### src/rtl/han_carlson_adder_32b.sv
// Purpose : exact 32-bit unsigned adder, Han-Carlson parallel-prefix carry network, 33-bit registered sum.
// Latency : 2 clocks with HC_INPUT_REG_EN defined (inputs and sum registered), 1 clock otherwise (sum only).
// Backpressure: none; a new operand pair is accepted every cycle, no handshake.
//
// Ports:
//   s   [32:0] out  registered sum, s[32] is the carry-out
//   x   [31:0] in   operand A, unsigned
//   y   [31:0] in   operand B, unsigned
//   clk        in   rising-edge clock
//   rst        in   synchronous active-low reset, 0 clears every register
//
// Build option: define HC_INPUT_REG_EN to register x/y before the prefix network.
module han_carlson_adder_32b (
  output logic [32:0] s,
  input  logic [31:0] x,
  input  logic [31:0] y,
  input  logic        clk,
  input  logic        rst
);

  logic [31:0] xr;
  logic [31:0] yr;

`ifdef HC_INPUT_REG_EN
  always_ff @(posedge clk) begin
    if (!rst) begin
      xr <= '0;
      yr <= '0;
    end else begin
      xr <= x;
      yr <= y;
    end
  end
`else
  assign xr = x;
  assign yr = y;
`endif

  // Prefix levels: index 0 is bitwise generate/propagate, 1..5 are the
  // Kogge-Stone levels over odd positions, 6 fills in the even positions.
  logic [31:0] gk [0:6];
  logic [31:0] pk [0:6];
  logic [31:0] c;
  logic [31:0] sum;

  always_comb begin
    gk[0] = xr & yr;
    pk[0] = xr ^ yr;
    for (int l = 1; l <= 5; l++) begin
      gk[l] = gk[l-1];
      pk[l] = pk[l-1];
      // Only odd positions move; at span 1 each odd bit absorbs its even
      // neighbour, after that odd bits combine with odd bits span away.
      for (int i = 1; i < 32; i += 2) begin
        if (i >= (1 << (l - 1))) begin
          gk[l][i] = gk[l-1][i] | (pk[l-1][i] & gk[l-1][i - (1 << (l - 1))]);
          pk[l][i] = pk[l-1][i] & pk[l-1][i - (1 << (l - 1))];
        end
      end
    end
    // After level 5 every odd bit holds the group generate of [i:0]; each
    // even bit above 0 needs one more step with its odd neighbour below.
    gk[6] = gk[5];
    pk[6] = pk[5];
    for (int i = 2; i < 32; i += 2) begin
      gk[6][i] = gk[5][i] | (pk[5][i] & gk[5][i-1]);
      pk[6][i] = pk[5][i] & pk[5][i-1];
    end
    c   = gk[6];
    // No carry-in, so bit 0 sees c[-1] = 0.
    sum = pk[0] ^ {c[30:0], 1'b0};
  end

  always_ff @(posedge clk) begin
    if (!rst) begin
      s <= '0;
    end else begin
      s <= {c[31], sum};
    end
  end

endmodule

### config.mk
export PLATFORM = sky130hd
export DESIGN_NAME = han_carlson_adder_32b
export DESIGN_NICKNAME = d
export VERILOG_FILES = /design/src/rtl/han_carlson_adder_32b.sv
export SDC_FILE = /design/constraint.sdc
export NUM_CORES = 1
export LEC_CHECK = 0
export BUFFER_PORTS_ARGS = -buffer_cell sky130_fd_sc_hd__buf_2
export CAP_MARGIN = 20
export CORE_MARGIN = 5
export CORE_UTILIZATION = 49
export CTS_BUF_LIST = sky130_fd_sc_hd__clkbuf_8 sky130_fd_sc_hd__clkbuf_16
export CTS_CLUSTER_SIZE = 25
export DETAILED_ROUTE_END_ITERATION = 7
export PLACE_DENSITY_LB_ADDON = 0.15
export RECOVER_POWER = 100
export SYNTH_ARGS = -nofsm -noshare
export SYNTH_HDL_FRONTEND = slang
export SYNTH_SLANG_ARGS = --single-unit
### constraint.sdc
create_clock -name clk -period 4.62 [get_ports clk]
set_input_delay 0.462 -clock clk [delete_from_list [all_inputs] [get_ports clk]]
set_output_delay 0.462 -clock clk [all_outputs]
set_load 0.05 [all_outputs]
==> impl_metrics.csv <==
group,metric,value,unit
placed_design,gp_congestion,0.789,
cts,htreeDepth,2,
yosys,syn_inst,230,
global_routing,grtUsageTotal,0.169,
layout,largest_reg_flops,33,
sta,tightestPinTransition,774,ps
layout,reg_top3,"s: 33 flops",
cts,clkTransAtPathRegs,70,ps
critical_path,crit_required,4800,ps
run,drv_cap,0,
sta,tns,0,ps
cts,cts_setup_buffers,0,
critical_path,end_kind,"flop",
critical_path,crit_arrival,3270,ps
layout,top_register,"s",
cts,cts_buffers,5,
yosys,ys_seq_area_frac,0.300,
drt,wirelength,4820,um
layout,nNetsFinal,445,
global_routing,grt_pass1_wl,8360,um
sta,fmax,324,MHz
power_and_ir_drop,ir_worst_vdd,0.178,mV
die,dieArea,5940,um2
die,coreArea,4350,um2
critical_path,critPathLaunch,"y[0]",
yosys,synthesis.area,2200,um2
critical_path,cp-start-kind,"input pin",
power_and_ir_drop,clockPowerShare,0.226,
yosys,synth_area_per_cell,9.57,um2
sta,final_hold_viol_count,0,
layout,area_growth,25.5,%
placed_design,port-buffer-count,98,
yosys,synth.top_cell.area_share,0.300,
drt,vias,1893,
sta,maxSlewViolCount,0,
die,initial_core_util,0.506,
die,chipWidth,77.0,um
cts,cts_hold_buf,0,
die,die_h,77.0,um
drt,drc,0,
power_and_ir_drop,comb_power_share,0.410,
sta,max_slew_margin,0.483,
power_and_ir_drop,sw_frac_of_total,0.409,
power_and_ir_drop,switching_power,374,uW
yosys,synth-edff-count,0,
cts,cts_buffer_depth,2,
placed_design,dp_hpwl,4050,um
yosys,synthesis.yosys.warnings,0,
power_and_ir_drop,power.density,331,nW/um2
yosys,synth_area_leader_cell,"dfxtp_1",
cts,cts_resized,0,
critical_path,crit_type,"in -> reg",
critical_path,crit_fanout,4,
layout,antenna_cells,0,
global_routing,gr-total-overflow,0,
die,io_pins,99,
cts,clock_sinks,33,
status,status,"finished clean",
yosys,synth_area_leaders,"dfxtp_1 (30%), ha_1 (18%), fa_1 (15%)",
drt,wl_per_cell,12.5,um
drt,via_per_inst,4.92,
critical_path,endpoint,"s[28]",
yosys,yosys_most_used_dff,"dfxtp_1",
hold_path,holdCritPathClass,"in -> reg",
die,core.rowCount,24,
cts,cts-root-buf,"clkbuf_8",
global_routing,first_global_vias,2009,
sta,final-setup-viol-count,0,
power_and_ir_drop,leakage,0.00135,uW
global_routing,grt_max_degree,24,
yosys,async_flop_share,0,
layout,drive_gt1_frac,0.219,
sta,rsz0062_at_grt,"no",
power_and_ir_drop,p_int,541,uW
yosys,yosysUniqueCellTypes,31,
sta,post-route-min-period,3090,ps
drt,antenna_left,0,
drt,firstDrtPassIters,4,
sta,post-route-period-util,0.669,
power_and_ir_drop,p_seq_frac,0.364,
global_routing,antenna_found_initial,0,
yosys,ys_ff_latch,33,
drt,drtIter0Drc,38,
sta,hold_ws,511,ps
cts,cts_tree,"done",
yosys,syn-num-nets,343,
[Yosys cell counts, types with 2 or more instances]
master / n
ha_1: 31
xor2_1: 6
xnor2_1: 9
fa_1: 16
nand3_1: 3
a21o_1: 2
dfxtp_1: 33
nand2b_1: 4
a211oi_1: 2
nor2_1: 26
inv_1: 22
a21oi_1: 17
nor3_1: 2
and2_1: 10
clkbuf_1: 3
o211ai_1: 3
nand2_1: 13
o21a_1: 3
o21ai_0: 9
o21bai_1: 3
nand4_1: 3
[metal layers]
metal / GRT usage / wire length (um) / part of all wire
met1: 0.209 / 2190 / 0.46
met2: 0.282 / 2220 / 0.46
met3: 0.0585 / 355 / 0.074
met4: 0.0412 / 49 / 0.010
met5: 0 / 0 / 0
[stage by stage]
step	power [uW]	instance area, um2	utilization	cells	setup WS [ps]
6_report	914	2760	0.635	385	1530
5_1_grt	987	2760	0.635	385	1330
4_1_cts	945	2830	0.650	385	1790
3_5_place_dp	731	2750	0.631	377	1510
3_3_place_gp	726	2750	0.631	377	1560
2_1_floorplan	628	2200	-	230	1870
[kinds of logic (layout without fill, tap and decap cells)]
family          Yosys count  after routing  synth area share
buf+inv                  25            128            0.0426
fa+ha+maj                47             47             0.322
flops                    33             33             0.300
xor+xnor                 15             15            0.0597
simple gates             64             64             0.135
compound gates           46             46             0.141
[critical path: stages]
cell and delay, ps:
buf_2 80, ha_1 140, inv_1 50, fa_1 390
nand2b_1 180, a21oi_1 180, nor2_1 90, o31ai_1 530
a31oi_1 280, o21ai_0 280, fa_1 440, and2_0 160
[worst min path at each step]
stage | endpoint | cells past startpoint | from | slack [ps]
floorplan | s[15] | 2 | rst | 630
global placement | s[0] | 3 | x[0] | 790
detailed placement | s[0] | 3 | x[0] | 800
CTS | s[0] | 3 | x[0] | 500
global route | s[0] | 3 | x[0] | 520
finish | s[0] | 3 | x[0] | 510
[cell type report]
cell class                      count  area [um2]
Multi-Input combinational cell    172        1430
Clock inverter                      3        13.8
Timing Repair Buffer               98         448
Clock buffer                        5        68.8
Inverter                           22        82.6
Tap cell                           52        65.1
Sequential cell                    33         661
Fill cell                         415        1590
[power groups by stage]
stage | Clock, uW | Combinational (uW) | Sequential, uW
2_1_floorplan | 0 | 150 | 478
3_3_place_gp | 0 | 387 | 338
3_5_place_dp | 0 | 393 | 338
4_1_cts | 219 | 394 | 332
5_1_grt | 234 | 416 | 337
6_report | 207 | 375 | 333
[placed cells by master, fill, tap and decap left out, types with 4 or more instances in the layout]
cell type,netlist,layout
clkbuf_8,0,5
a21oi_1,17,17
and2_1,10,5
xor2_1,6,6
xnor2_1,9,9
fa_1,16,16
dfxtp_1,33,33
nor2_1,26,27
inv_1,22,23
nand2_1,13,13
nand2b_1,4,4
ha_1,31,31
o21ai_0,9,9
and2_0,0,5
clkbuf_1,3,34
buf_2,0,64
(Power assumes the default switching activity.)
